## config.mk

```make
export PLATFORM = sky130hd
export DESIGN_NAME = fifo_pack_sync
export DESIGN_NICKNAME = d
export VERILOG_FILES = /design/src/rtl/fifo_pack_sync_pkg.sv /design/src/rtl/sync_fifo_sc.sv /design/src/rtl/fifo_pack_sync.sv
export SDC_FILE = /design/constraint.sdc
export NUM_CORES = 1
export LEC_CHECK = 0
export CORE_ASPECT_RATIO = 1.2
export CORE_MARGIN = 4
export CORE_UTILIZATION = 29
export CTS_CLUSTER_SIZE = 10
export DETAILED_ROUTE_END_ITERATION = 16
export GPL_TIMING_DRIVEN = 1
export PLACE_DENSITY_LB_ADDON = 0.05
export SLEW_MARGIN = 20
export SYNTH_ARGS = -nofsm -noshare
export SYNTH_HDL_FRONTEND = slang
export SYNTH_HIERARCHICAL = 1
export SYNTH_SLANG_ARGS = --single-unit
```

## constraint.sdc

```tcl
create_clock -name clk -period 5.3 [get_ports clk]
set_clock_uncertainty 0.15 [all_clocks]
set_input_delay 1.59 -clock clk [delete_from_list [all_inputs] [get_ports clk]]
set_output_delay 1.59 -clock clk [all_outputs]
set_load 0.05 [all_outputs]
```

## src/rtl/fifo_pack_sync_pkg.sv

```systemverilog
// Shared definitions for the narrow-to-wide packing FIFO: beat ordering, width helper
// and the mapping from arrival order to physical lane.
package fifo_pack_sync_pkg;

   typedef enum logic {
      ORDER_LSB = 1'b0,
      ORDER_MSB = 1'b1
   } beatOrder_e;

   function automatic int clog2(input int value);
      int result;
      result = 0;
      while ((1 << result) < value) begin
         result++;
      end
      return result;
   endfunction

   // Arrival lane 0 is the first beat of a word; MSB ordering mirrors it to the top slot.
   function automatic int laneSlot(input int lane, input int ratio, input beatOrder_e order);
      return (order == ORDER_MSB) ? (ratio - 1 - lane) : lane;
   endfunction

endpackage

```

## src/rtl/sync_fifo_sc.sv

```systemverilog
// Single-clock show-ahead FIFO; the head entry is visible combinationally whenever it holds data.
module sync_fifo_sc
   import fifo_pack_sync_pkg::*;
#(
   parameter int WIDTH = 37,
   parameter int DEPTH = 16
) (
   input  logic                       clk,
   input  logic                       rst,
   input  logic                       wr_en,
   input  logic [WIDTH-1:0]           wr_data,
   input  logic                       rd_en,
   output logic [WIDTH-1:0]           rd_data,
   output logic                       rd_vld,
   output logic [clog2(DEPTH):0]      usedw,
   output logic                       full,
   output logic                       empty
);

   localparam int AW = clog2(DEPTH);

   logic [WIDTH-1:0] mem [DEPTH];
   logic [AW:0]      wrPtr_q, wrPtr_d;
   logic [AW:0]      rdPtr_q, rdPtr_d;
   logic             doWrite;
   logic             doRead;

   // The pointers carry one extra wrap bit so a full buffer is distinguishable from an empty one.
   always_comb begin
      usedw   = wrPtr_q - rdPtr_q;
      full    = (usedw == (AW + 1)'(DEPTH));
      empty   = (usedw == '0);
      rd_vld  = !empty;
      rd_data = mem[rdPtr_q[AW-1:0]];
      doWrite = wr_en && !full;
      doRead  = rd_en && !empty;
      wrPtr_d = doWrite ? wrPtr_q + 1'b1 : wrPtr_q;
      rdPtr_d = doRead  ? rdPtr_q + 1'b1 : rdPtr_q;
   end

   always_ff @(posedge clk) begin
      if (rst) begin
         wrPtr_q <= '0;
         rdPtr_q <= '0;
      end else begin
         wrPtr_q <= wrPtr_d;
         rdPtr_q <= rdPtr_d;
      end
   end

   always_ff @(posedge clk) begin
      if (doWrite) begin
         mem[wrPtr_q[AW-1:0]] <= wr_data;
      end
   end

endmodule

```

## src/rtl/fifo_pack_sync.sv

```systemverilog
// Packs RATIO narrow beats into one wide word, flushes partial words on eop with a lane keep mask,
// and buffers finished words for a backpressured consumer.
module fifo_pack_sync
   import fifo_pack_sync_pkg::*;
#(
   parameter int IN_W      = 8,
   parameter int RATIO     = 4,
   parameter int DEPTH     = 16,
   parameter int MSB_FIRST = 1
) (
   input  logic                      clk,
   input  logic                      rst,
   input  logic [IN_W-1:0]           data_in,
   input  logic                      data_in_vld,
   input  logic                      data_in_eop,
   output logic                      data_in_rdy,
   input  logic                      b_rdy,
   output logic [IN_W*RATIO-1:0]     data_out,
   output logic                      data_out_vld,
   output logic [RATIO-1:0]          data_out_keep,
   output logic                      data_out_eop,
   output logic [clog2(DEPTH):0]     usedw,
   output logic                      full,
   output logic                      empty,
   output logic                      ovf_err
);

   localparam int         OUT_W  = IN_W * RATIO;
   localparam int         LANE_W = clog2(RATIO);
   localparam int         FIFO_W = OUT_W + RATIO + 1;
   localparam beatOrder_e ORDER  = (MSB_FIRST != 0) ? ORDER_MSB : ORDER_LSB;
   localparam logic [LANE_W-1:0] LAST_LANE = LANE_W'(RATIO - 1);

   logic [LANE_W-1:0] lane_q, lane_d;
   logic [OUT_W-1:0]  word_q, word_d;
   logic [RATIO-1:0]  keep_q, keep_d;
   logic              ovfErr_q, ovfErr_d;

   logic              accept;
   logic              commit;
   logic [OUT_W-1:0]  wordMerged;
   logic [RATIO-1:0]  keepMerged;
   logic [FIFO_W-1:0] fifoRdData;
   logic              fifoVld;
   logic              fifoFull;

   // Merge the incoming beat into the partial word; a commit ships the merged word and restarts at lane 0.
   always_comb begin
      accept     = data_in_vld && data_in_rdy;
      commit     = accept && ((lane_q == LAST_LANE) || data_in_eop);
      wordMerged = word_q;
      keepMerged = keep_q;
      for (int k = 0; k < RATIO; k++) begin
         if (k == laneSlot(int'(lane_q), RATIO, ORDER)) begin
            wordMerged[k*IN_W +: IN_W] = data_in;
            keepMerged[k]              = 1'b1;
         end
      end
      lane_d   = lane_q;
      word_d   = word_q;
      keep_d   = keep_q;
      ovfErr_d = ovfErr_q || (data_in_vld && !data_in_rdy);
      if (commit) begin
         lane_d = '0;
         word_d = '0;
         keep_d = '0;
      end else if (accept) begin
         lane_d = lane_q + 1'b1;
         word_d = wordMerged;
         keep_d = keepMerged;
      end
   end

   always_ff @(posedge clk) begin
      if (rst) begin
         lane_q   <= '0;
         word_q   <= '0;
         keep_q   <= '0;
         ovfErr_q <= 1'b0;
      end else begin
         lane_q   <= lane_d;
         word_q   <= word_d;
         keep_q   <= keep_d;
         ovfErr_q <= ovfErr_d;
      end
   end

   sync_fifo_sc #(
      .WIDTH (FIFO_W),
      .DEPTH (DEPTH)
   ) wordFifo (
      .clk     (clk),
      .rst     (rst),
      .wr_en   (commit),
      .wr_data ({data_in_eop, keepMerged, wordMerged}),
      .rd_en   (data_out_vld && b_rdy),
      .rd_data (fifoRdData),
      .rd_vld  (fifoVld),
      .usedw   (usedw),
      .full    (fifoFull),
      .empty   (empty)
   );

   // Head fields are forced to zero while nothing is stored so reset leaves every output quiet.
   always_comb begin
      data_in_rdy   = !fifoFull;
      full          = fifoFull;
      ovf_err       = ovfErr_q;
      data_out_vld  = fifoVld;
      data_out      = fifoVld ? fifoRdData[OUT_W-1:0] : '0;
      data_out_keep = fifoVld ? fifoRdData[OUT_W +: RATIO] : '0;
      data_out_eop  = fifoVld ? fifoRdData[FIFO_W-1] : 1'b0;
   end

endmodule

```

==> flow_summary_export.csv <==
group,metric,value,unit
clocking,clock_sinks,645,
yosys,yosys_register_bits,645,
cells_and_area,drive_above_1_share,0.276,
yosys,synthFlopType,"edfxtp_1",
yosys,synthArstFlopShare,0,
setup_path,rr_endpoint,"wordFifo/mem[13][34]$_DFFE_PP_",
clocking,cts_root_buffer,"clkbuf_16",
setup_path,cp.arrival,3310,ps
setup_path,crit_type,"flop to output port",
min_path,min_to,"keep_q[3]$_SDFFE_PP0P_",
setup_path,cp-start-kind,"flop",
grt,grt-busiest-layer,"met2",
floorplan,ios,60,
timing,finalSetupViolations,0,
yosys,yosys-top-cells-area,"edfxtp_1 69%, mux4_2 10%, mux4_1 7.2%, dfxtp_1 4.1%, mux2_2 1.4%",
status,status,"complete, no violations",
cells_and_area,fin_cells,2500,
min_path,hp-class,"flop to flop",
timing,hold_violations,0,
floorplan,row_count,119,
grt,use_met1,0.197,
setup_path,crit_required,3560,ps
route,vias,11958,
timing,slew_headroom,0.382,
grt,grt_usage,0.145,
place,dp_cells,2374,
grt,grt_max_degree,38,
place,gp_congestion,0.687,
yosys,synth_cells,1174,
yosys,synth_edf_count,592,
route,wire_per_inst,27.0,um
floorplan,coreArea,87700,um2
clocking,clk_latency,600,ps
timing,maxSlewViolCount,0,
cells_and_area,final_net_count,1330,
min_path,whs_path_depth,2,
yosys,syn_area,25600,um2
timing,period_minus_slack,5050,ps
timing,timing.final.crit_share,0.954,
floorplan,die_y,334,um
yosys,synth_area_per_cell,21.8,um2
yosys,synth_nets,1201,
setup_path,crit_top_cell,"buf_4",
setup_path,crit_fanout,20,
clocking,clk_path_buf_depth,3,
route,drt_first_iter_violations,797,
setup_path,startpoint,"wordFifo/wrPtr_q[0]$_SDFFE_PP0P_",
power,leakage,0.00931,uW
setup_path,r2r_cells,13,
setup_path,r2r_slack,1160,ps
cells_and_area,fillers,8107,
min_path,hold_path_startpoint,"keep_q[3]$_SDFFE_PP0P_",
clocking,cts-hold-fix-buffers,0,
timing,rsz0062_at_grt,"false",
power,peakVddDrop,0.513,mV
grt,antenna_found_initial,3,
yosys,yosysTopAreaCellShare,0.694,
timing,hold_ws,288,ps
route,antenna_left,0,
place,io_buffer_count,59,
timing,fmax,0.198,GHz
grt,grt_overflow,0,
setup_path,path_delay_family,"buffers and inverters",
route,vias_per_cell,4.78,
yosys,yosys_warnings,6,
flow_run,drv_cap,0,
grt,grt_pass1_vias,13057,
clocking,cts_buffers,76,
setup_path,end_kind,"output port",
setup_path,worstReg2RegStart,"wordFifo/wrPtr_q[0]$_SDFFE_PP0P_",
grt,use_met2,0.243,
route,routed_wl,67500,um
timing,tightestPinTransition,926,ps
clocking,htreeDepth,3,
setup_path,cp_slowest_stage_delay,460,ps
grt,grt_pass1_wl,97200,um
place,hpwl,37700,um
timing,fin_setup_tns,0,ps
setup_path,cp_slowest_cell,"fa_1",
yosys,yosysSeqAreaShare,0.735,
cells_and_area,synthToLayoutAreaGrowth,17.4,%
floorplan,die_area,93200,um2
route,dr.pass1.iters,5,
floorplan,die_x,279,um
yosys,synth_top_area_cell,"edfxtp_1",
floorplan,initial_core_util,0.292,
cells_and_area,diodes,0,
setup_path,worst-path-buf-inv,6,
clocking,cts.reportedPaths.clkPinSlew,60,ps
route,drc,0,
setup_path,worstPathCellList,"inv_1 -> ha_1 -> inv_1 -> fa_1 -> nand3b_1 -> a211o_1 -> a2bb2oi_1 -> buf_4 -> inv_2 -> buf_4 -> and2_1 -> buf_4",
yosys,synth_cell_types,45,
clocking,tritoncts,"built",
grt,met3_usage,0.0265,
power,powerDensity,453,nW/um2
clocking,postCtsSetupRepairBufs,0,
cell type report:
type                            instances  area, um2  share of cell area
Sequential cell                       645      18900               0.627
Multi-Input combinational cell        451       6340               0.211
Clock buffer                          122       2170              0.0721
Tap cell                             1149       1440              0.0478
Timing Repair Buffer                  114       1170              0.0388
Inverter                               15       56.3             0.00187
Clock inverter                          4       47.5             0.00158
cells by family after synthesis:
kind of cell,share of synthesized area
muxes,0.188
AOI/OAI and AO/OA,0.0135
adders and majority gates,0.00713
buffers and inverters,0.0196
DFF,0.735
xor gates and xnor gates,0.00137
and+or+nand+nor,0.0350
cell usage after synthesis (3+ instances only):
master	instances
ha_1	13
nand2_1	29
buf_6	16
mux4_2	115
buf_2	14
clkbuf_1	17
o21ai_0	7
dfxtp_1	53
mux4_1	70
nor2_1	8
nor2b_1	5
nand3b_1	6
buf_1	10
and3_1	13
or3_1	6
a21oi_1	33
nand3_1	25
mux2_2	32
and2_1	48
buf_12	4
or2_2	5
nand4_1	3
edfxtp_1	592
inv_1	15
xor2_1	3
a21oi_2	10
routing by layer:
layer  up-vias  part of all wire
li1       5176                 -
met4         4             0.020
met5         -           0.00033
met3        96             0.037
met2       217              0.49
met1      6465              0.45
worst register-to-register path: stages (launching register included):
cell and delay (ps):
dfxtp_2 340, inv_1 120, ha_1 180, inv_1 60, fa_1 420, xor2_2 230
nand4b_1 210, a211oi_4 80, buf_4 210, nand2b_4 180, nor2_1 260, nor2b_2 470
and3_2 570, buf_12 290
worst max path at each step:
stage               cells past startpoint      endpoint
floorplan                              12  data_out[14]
global placement                       12  data_out[24]
detailed placement                     12  data_out[27]
CTS                                    12  data_out[27]
global route                           12  data_out[25]
finish                                 12  data_out[25]
power breakdown:
group / leakage, uW / total, uW / switching (uW) / internal (uW)
clock network: 0.00107 / 4780 / 1960 / 2820
registers: 0.00575 / 5820 / 78.7 / 5740
logic: 0.00249 / 3020 / 1910 / 1100
repair_timing:
action / CTS / global route
endpoints found under the hold margin: 0 / 0
endpoints found under the setup margin: 0 / 38
resized for setup: 0 / 2
state kept, by name, summed over array words and instances (netlist names), named ones only:
name / flops
lane_q: 2
wordFifo/rdPtr_q: 5
ovf_err: 1
wordFifo/mem: 592
word_q: 32
wordFifo/wrPtr_q: 5
keep_q: 4
metrics by stage:
step                utilization  total power, uW  cell area [um2]  worst slack [ps]
floorplan                     -             8050            25600              46.9
global placement          0.318             9020            27900               844
detailed placement        0.318             9030            27900               804
CTS                       0.343            13900            30100               119
global route              0.343            14200            30100              18.3
finish                    0.343            13600            30100               246
layout by cell type, fill, tap and decap left out, types with 2 or more instances in the layout:
cell type and count:
or3_1 6, clkbuf_8 3, nand2b_1 2, ha_1 13
o21ai_0 7, dfxtp_1 48, nand4_1 3, dfxtp_4 4
or2_2 5, clkbuf_1 40, inv_1 14, nand3b_1 6
buf_4 74, mux4_2 115, and3_2 12, mux2_2 32
clkbuf_16 79, buf_12 21, and2_1 48, nor2b_4 2
xor2_1 2, a21oi_1 33, nand2_1 29, nor2_1 8
clkdlybuf4s50_1 19, mux4_1 70, mux2_1 2, nor2b_1 3
a21oi_2 10, edfxtp_1 592, nand3_1 25
Note: power is estimated with default switching activity, not from simulation.
